<file path="src/rtl/pipe_register_file.sv">
// Integer register file with two combinational read ports, one write-back port and a
// write-back scoreboard. Define RF_BYPASS_EN to forward same-cycle write-back data to the reads.
module pipe_register_file #(
    parameter int XLEN = 64,
    parameter int NREG = 32,
    parameter int AW   = 5
) (
    input  logic            clk,
    input  logic            reset,
    input  logic [AW-1:0]   rs1_addr,
    input  logic [AW-1:0]   rs2_addr,
    output logic [XLEN-1:0] rs1_data,
    output logic [XLEN-1:0] rs2_data,
    output logic            rs1_busy,
    output logic            rs2_busy,
    output logic            hazard,
    input  logic            issue_en,
    input  logic [AW-1:0]   issue_rd,
    input  logic            wb_en,
    input  logic [AW-1:0]   wb_addr,
    input  logic [XLEN-1:0] wb_data,
    output logic [AW:0]     busy_cnt
);

    logic [XLEN-1:0] regs [NREG];
    logic [NREG-1:0] busy;
    logic [NREG-1:0] busy_next;
    logic [AW:0]     busy_cnt_q;
    logic            cnt_inc;
    logic            cnt_dec;
    logic            issue_act;
    logic            wb_act;

    assign issue_act = issue_en && (issue_rd != '0);
    assign wb_act    = wb_en && (wb_addr != '0);

    // Issue is applied after write-back so a same-cycle new producer keeps the register busy.
    always_comb begin
        busy_next = busy;
        if (wb_act)
            busy_next[wb_addr] = 1'b0;
        if (issue_act)
            busy_next[issue_rd] = 1'b1;
        busy_next[0] = 1'b0;
    end

    // The count tracks the popcount incrementally: only 0->1 and 1->0 transitions move it.
    assign cnt_inc = issue_act && !busy[issue_rd];
    assign cnt_dec = wb_act && busy[wb_addr] && !(issue_act && (issue_rd == wb_addr));

    always_ff @(posedge clk or posedge reset) begin
        if (reset) begin
            for (int i = 0; i < NREG; i++)
                regs[i] <= '0;
            busy       <= '0;
            busy_cnt_q <= '0;
        end else begin
            if (wb_act)
                regs[wb_addr] <= wb_data;
            busy       <= busy_next;
            busy_cnt_q <= busy_cnt_q + {{AW{1'b0}}, cnt_inc} - {{AW{1'b0}}, cnt_dec};
        end
    end

    assign busy_cnt = busy_cnt_q;

`ifdef RF_BYPASS_EN
    logic byp1;
    logic byp2;

    assign byp1 = !reset && wb_act && (wb_addr == rs1_addr);
    assign byp2 = !reset && wb_act && (wb_addr == rs2_addr);

    // A same-cycle issue to the bypassed register keeps its registered busy state visible.
    assign rs1_data = (rs1_addr == '0) ? '0 : (byp1 ? wb_data : regs[rs1_addr]);
    assign rs2_data = (rs2_addr == '0) ? '0 : (byp2 ? wb_data : regs[rs2_addr]);
    assign rs1_busy = busy[rs1_addr] && !(byp1 && !(issue_en && (issue_rd == rs1_addr)));
    assign rs2_busy = busy[rs2_addr] && !(byp2 && !(issue_en && (issue_rd == rs2_addr)));
`else
    assign rs1_data = (rs1_addr == '0) ? '0 : regs[rs1_addr];
    assign rs2_data = (rs2_addr == '0) ? '0 : regs[rs2_addr];
    assign rs1_busy = busy[rs1_addr];
    assign rs2_busy = busy[rs2_addr];
`endif

    assign hazard = rs1_busy || rs2_busy;

endmodule
</file>
<file path="config.mk">
export PLATFORM = sky130hd
export DESIGN_NAME = pipe_register_file
export DESIGN_NICKNAME = d
export VERILOG_FILES = /design/src/rtl/pipe_register_file.sv
export SDC_FILE = /design/constraint.sdc
export NUM_CORES = 2
export LEC_CHECK = 0
export BUFFER_PORTS_ARGS = -buffer_cell sky130_fd_sc_hd__buf_2
export CORE_ASPECT_RATIO = 1.4
export CORE_MARGIN = 2
export CORE_UTILIZATION = 66
export CTS_BUF_LIST = sky130_fd_sc_hd__clkbuf_4 sky130_fd_sc_hd__clkbuf_8
export DETAILED_ROUTE_END_ITERATION = 8
export PLACE_DENSITY_LB_ADDON = 0.3
export SETUP_SLACK_MARGIN = 0.4
export SLEW_MARGIN = 20
export SYNTH_ARGS = -nofsm -noshare
export SYNTH_HDL_FRONTEND = slang
export SYNTH_SLANG_ARGS = --single-unit
</file>
<file path="constraint.sdc">
create_clock -name clk -period 88.5 [get_ports clk]
set_input_delay 8.85 -clock clk [delete_from_list [all_inputs] [get_ports clk]]
set_output_delay 8.85 -clock clk [all_outputs]
set_load 0.01 [all_outputs]
</file>
; Yosys cells after proc, flatten, opt, wreduce, memory -nomap -nowiden
; Cells that the tools add are included.
[totals]
output_inout_bits = 137
reg_bits = 2085
input_bits = 88
wordCells = 94
[op_classes]
reduce_logical = 16
n_eq_ne = 1
muxes = 25
n_bitwise = 6
magnitude_cmp = 10
addsub = 2
[op_table]
columns = op, n
row1 = 2048-bit bitwise mux, 1
row2 = 64-bit binary-select mux with 5-bit select, 2
row3 = 64-bit two-way mux, 7
row4 = 64-bit demux with 5-bit select, 1
row5 = 32-bit two-way mux, 2
row6 = 32-bit AND, 1
row7 = 32-bit inverter, 1
row8 = 32-bit bitwise OR, 1
row9 = 5-bit by 6-bit less-than comparator with 1-bit output (second input constant), 4
row10 = 1-bit binary-select mux with 5-bit select, 4
row11 = 6-bit greater-or-equal comparator (second input constant), 3
row12 = 5-bit inverter with 6-bit output, 3
row13 = 1-bit demux with 5-bit select, 2
row14 = 5-bit by 1-bit greater-or-equal comparator with 1-bit output (second input constant), 2
row15 = 5-bit logical NOT, 2
row16 = 5-bit nonzero test, 2
row17 = 1-bit logical AND, 9
row18 = 6-bit by 1-bit adder with 6-bit output, 1
row19 = 6-bit by 1-bit less-than comparator with 1-bit output (second input constant), 1
row20 = 1-bit two-way mux, 6
row21 = 6-bit by 1-bit subtractor with 6-bit output, 1
row22 = 5-bit equality test, 1
row23 = 1-bit logical NOT, 2
row24 = 1-bit logical OR, 1

; Longest topological paths before layout
[depth]
depth_word = 9
ltp_mapped = 15
ltp_nobuf = 13

; Worst setup path before layout
; No wires, ideal clock.
[synth_path]
kind = input -> output
start = input rs1_addr[1]
end = output rs1_data[0]
required_time_ps = 79650
arrival_time_ps = 10643
path_slack_ps = 69007
cell_stages = 8
n_path_buf = 4
cell_sequence = buf_2 buf_4 buf_2 buf_1 mux4_2 mux4_2 nand2_1 o21ai_0
[synth_between]
elab_chain_len = 5
elab_cells_between_ends = 6
cone_classes = mux: 4 / bitwise: 1 / reduce/logical: 1
[synth_rtl]
columns = item, line_no
row1 = from (decl), 10  ; input logic [AW-1:0] rs1_addr,
row2 = 5-bit inverter with 6-bit output (implied by the code), 80  ; assign rs1_data = (rs1_addr == '0) ? '0 : regs[rs1_addr];
row3 = 64-bit binary-select mux with 5-bit select, 80
row4 = 64-bit two-way mux (implied by the code) (2 in a row), 80
row5 = 64-bit two-way mux (*), 80
row6 = to (decl), 12  ; output logic [XLEN-1:0] rs1_data,
; Every way passes the cells marked *; elsewhere a longest branch is shown, timed or not. The select of a mux whose other input is x is not followed.

; Worst setup path after layout
[layout_path]
start = input rs2_addr[1]
end = output rs2_data[45]
[layout_between]
elab_chain_len = 5
elab_cells_between_ends = 6
cone_classes = mux: 4 / bitwise: 1 / reduce/logical: 1
[layout_rtl]
columns = item, line_no
row1 = from (decl), 11  ; input logic [AW-1:0] rs2_addr,
row2 = 5-bit inverter with 6-bit output (implied by the code), 81  ; assign rs2_data = (rs2_addr == '0) ? '0 : regs[rs2_addr];
row3 = 64-bit binary-select mux with 5-bit select, 81
row4 = 64-bit two-way mux (implied by the code) (2 in a row), 81
row5 = 64-bit two-way mux (*), 81
row6 = to (decl), 13  ; output logic [XLEN-1:0] rs2_data,
; Marked as above.

==> metrics.txt <==
outcome complete, no violations; Die ar. 0.171 mm²; Worst EP arrival between 10 and 15 ns; crit path max fanout between 80 and 90; antenna violations before repair 43; Congestion Overflow GR 0; HP Start regs[2007]; vias in the first global route just over 70000; Resized cells post-CTS 0; RSZ-0062 raised after global routing no; Yosys Warn Count 0; DP HPWL about 170 mm; final worst-path cycle share 0.249; Iter 0 DRT Violations roughly 7700; layout cells sized above 1 0.610; largest net degree at the start of global routing ~180; die width approximately 350 µm; Hold Crit Class flip-flop to flip-flop; Buf/Inv on CP 4; Max Fclk between 40 and 50 MHz; Slew headroom 0.145; Least-Margin Pin Slew roughly 1.3 ns; Hold Buf Count CTS 0; critical-path cell list buf_8, buf_4, buf_4, mux4_2, mux4_2, nand2_1, o21ai_0, buf_2; crit start category input port; aggregate global-route resource usage 0.375; initial core utilization 0.665; post-layout min period 22.01 ns; Final setup viols 0; IO Pins about 230; Setup WS pre-CTS roughly 67 ns; Synth Register Bits ~2100; Max Slew Vio Count 0; clock buffer depth 4; reg2reg start busy[31]; fin nets 6828; Critical Path RT approximately 80 ns; IO Port Bufs 224; largest cells by area after synthesis dfrtp_1 (47%), mux4_2 (26%), mux2_2 (21%); WL per Instance between 30 and 40 µm; Clk Latency, worst-skew pair 1.04 ns; post-synth top area cell dfrtp_1; clock root cell clkbuf_8; CTS tree built; clock sink total ~2100; Clock Skews between 0.015 and 0.02 ns; post-route cell area about 0.12 mm²; P&R area growth vs syn 7.79%; H-tree Lvls 5; DRT antenna net count 0; worst setup margin roughly 66 ns; VDD IR max 0.0161 mV; Critical Path Sink Type output port; Leakage Power 0.0517 µW; distinct cell type count after synthesis 47; critical path's top delay family buffers and inverters; final WL between 300 and 400 mm; EDFF count, synth 0; Mapped Area between 0.1 and 0.15 mm²; Final GP Congestion 0.823; placed cell areas 0.112 mm²; hold path cells 0; std cell rows 177; reg2reg path depth 13; R2R setup slack between 80 and 90 ns; Post-synth top cells dfrtp_1 (2085), mux2_2 (2030), mux4_2 (1269); DIE HEIGHT between 400 and 500 µm; first-pass GRT wire length about 470 mm; syn_nets between 6000 and 7000; post-CTS setup buffers 0; dominant synthesized flop cell dfrtp_1; count leader, synth dfrtp_1; critical path class input port to output port; routed via count about 68000; Max-Cap Viols 0; Hold Vio Cnt, Final 0; Seq/Total Area, Yosys 0.472; Largest stage delay, worst path a little under 0.9 ns; fillcell total ~10000; area share of the largest cell type after synthesis 0.472; fraction of registers with async set or reset after synthesis 1.00; TritonCTS Buffers approximately 330; Core Box Area 0.166 mm²; synthesized area per cell between 15 and 20 µm²; Min-Delay Endpoint regs[2007]; Clock transition at path regs 0.06 ns; RR Endpoint busy_cnt[4]; final setup TNS 0 ns; cell count after synthesis a little under 7000; # DRC 0; vias per cell approximately 7.4; TritonRoute pass-1 iters 5; PwrDens ~23 mW/mm²; slowest stage cell, crit path buf_4
## routing by layer
layer,GRT usage,vias up,part of all wire
li1,-,26200,-
met1,0.516,37000,0.37
met2,0.575,3772,0.48
met3,0.110,872,0.11
met4,0.144,48,0.040
met5,0,-,0.0010
## where the power goes
| group | internal, µW | total [µW] | switching, µW |
|---|---|---|---|
| Sequential | 1140 | 1280 | 138 |
| Combinational | 368 | 600 | 231 |
| Clock | 477 | 861 | 384 |
| Total | 1980 | 2740 | 753 |
## worst max path at each step
stage / start / end / slack (ns) / cells after the start
after floorplan: reset / busy[10] / 20.75 / 1
after global placement: rs2_addr[0] / rs2_data[37] / 66.58 / 8
after detailed placement: rs2_addr[1] / rs2_data[45] / 66.61 / 8
after CTS: rs2_addr[1] / rs2_data[45] / 66.61 / 8
after global routing: rs1_addr[0] / rs1_data[44] / 66.42 / 8
final: rs2_addr[1] / rs2_data[45] / 66.49 / 8
## layout by cell type (no fill, tap or decap), types with 5 or more instances in the layout
cell,netlist,routed
buf_8,0,8
diode_2,0,17
buf_6,4,6
clkinv_2,0,39
buf_12,0,7
buf_2,352,214
bufinv_16,0,9
clkbuf_8,0,410
o21ai_0,101,97
a32o_1,5,5
a22o_1,11,11
o21ai_1,43,47
nor2_1,57,48
xnor2_1,9,9
ha_1,6,6
mux4_2,1269,1269
a21oi_1,46,46
clkbuf_4,0,83
inv_1,111,110
nor2b_1,10,10
mux2i_1,47,47
mux2_2,2030,2030
dfrtp_1,2085,2085
clkinvlp_4,0,5
buf_4,22,120
nor2_4,0,16
nand2_4,0,14
nand2_1,152,137
o22ai_1,12,12
## kinds of logic (layout without fill, tap and decap cells)
group / after synthesis / in the layout / share of synthesized area
AO/OA/AOI/OAI: 232 / 232 / 0.0117
XOR/XNOR: 10 / 10 / 0.000792
adder cells (fa/ha/maj): 7 / 7 / 0.000859
buffers and inverters: 920 / 1016 / 0.0362
flip-flops: 2085 / 2085 / 0.472
multiplexers: 3346 / 3346 / 0.469
other: 0 / 17 / 0
AND/OR/NAND/NOR: 254 / 254 / 0.00977
## final cells by class
class | instances | area, µm² | share of cell area
Antenna cell | 17 | 42.5 | 0.000357
Clock buffer | 493 | 6270 | 0.0525
Tap cell | 2237 | 2800 | 0.0235
Timing Repair Buffer | 355 | 2300 | 0.0193
Multi-Input combinational cell | 3849 | 54700 | 0.459
Inverter | 111 | 424 | 0.00356
Clock inverter | 57 | 538 | 0.00451
Sequential cell | 2085 | 52200 | 0.437
## flip-flops by register name (all words and copies together), names as in the netlist
register / count
regs: 2048
busy_cnt: 6
busy: 31
## per-stage QoR
step,std cells,utilization,total power (µW),hold slack (ns)
after global placement,8636,0.676,1840,0.376
after floorplan,6854,-,1720,0.441
after CTS,9186,0.716,2740,0.397
final,9204,0.717,2740,0.394
after global routing,9190,0.717,2850,0.408
after detailed placement,8636,0.676,1880,0.383
Power figures use the tool's default switching activity.
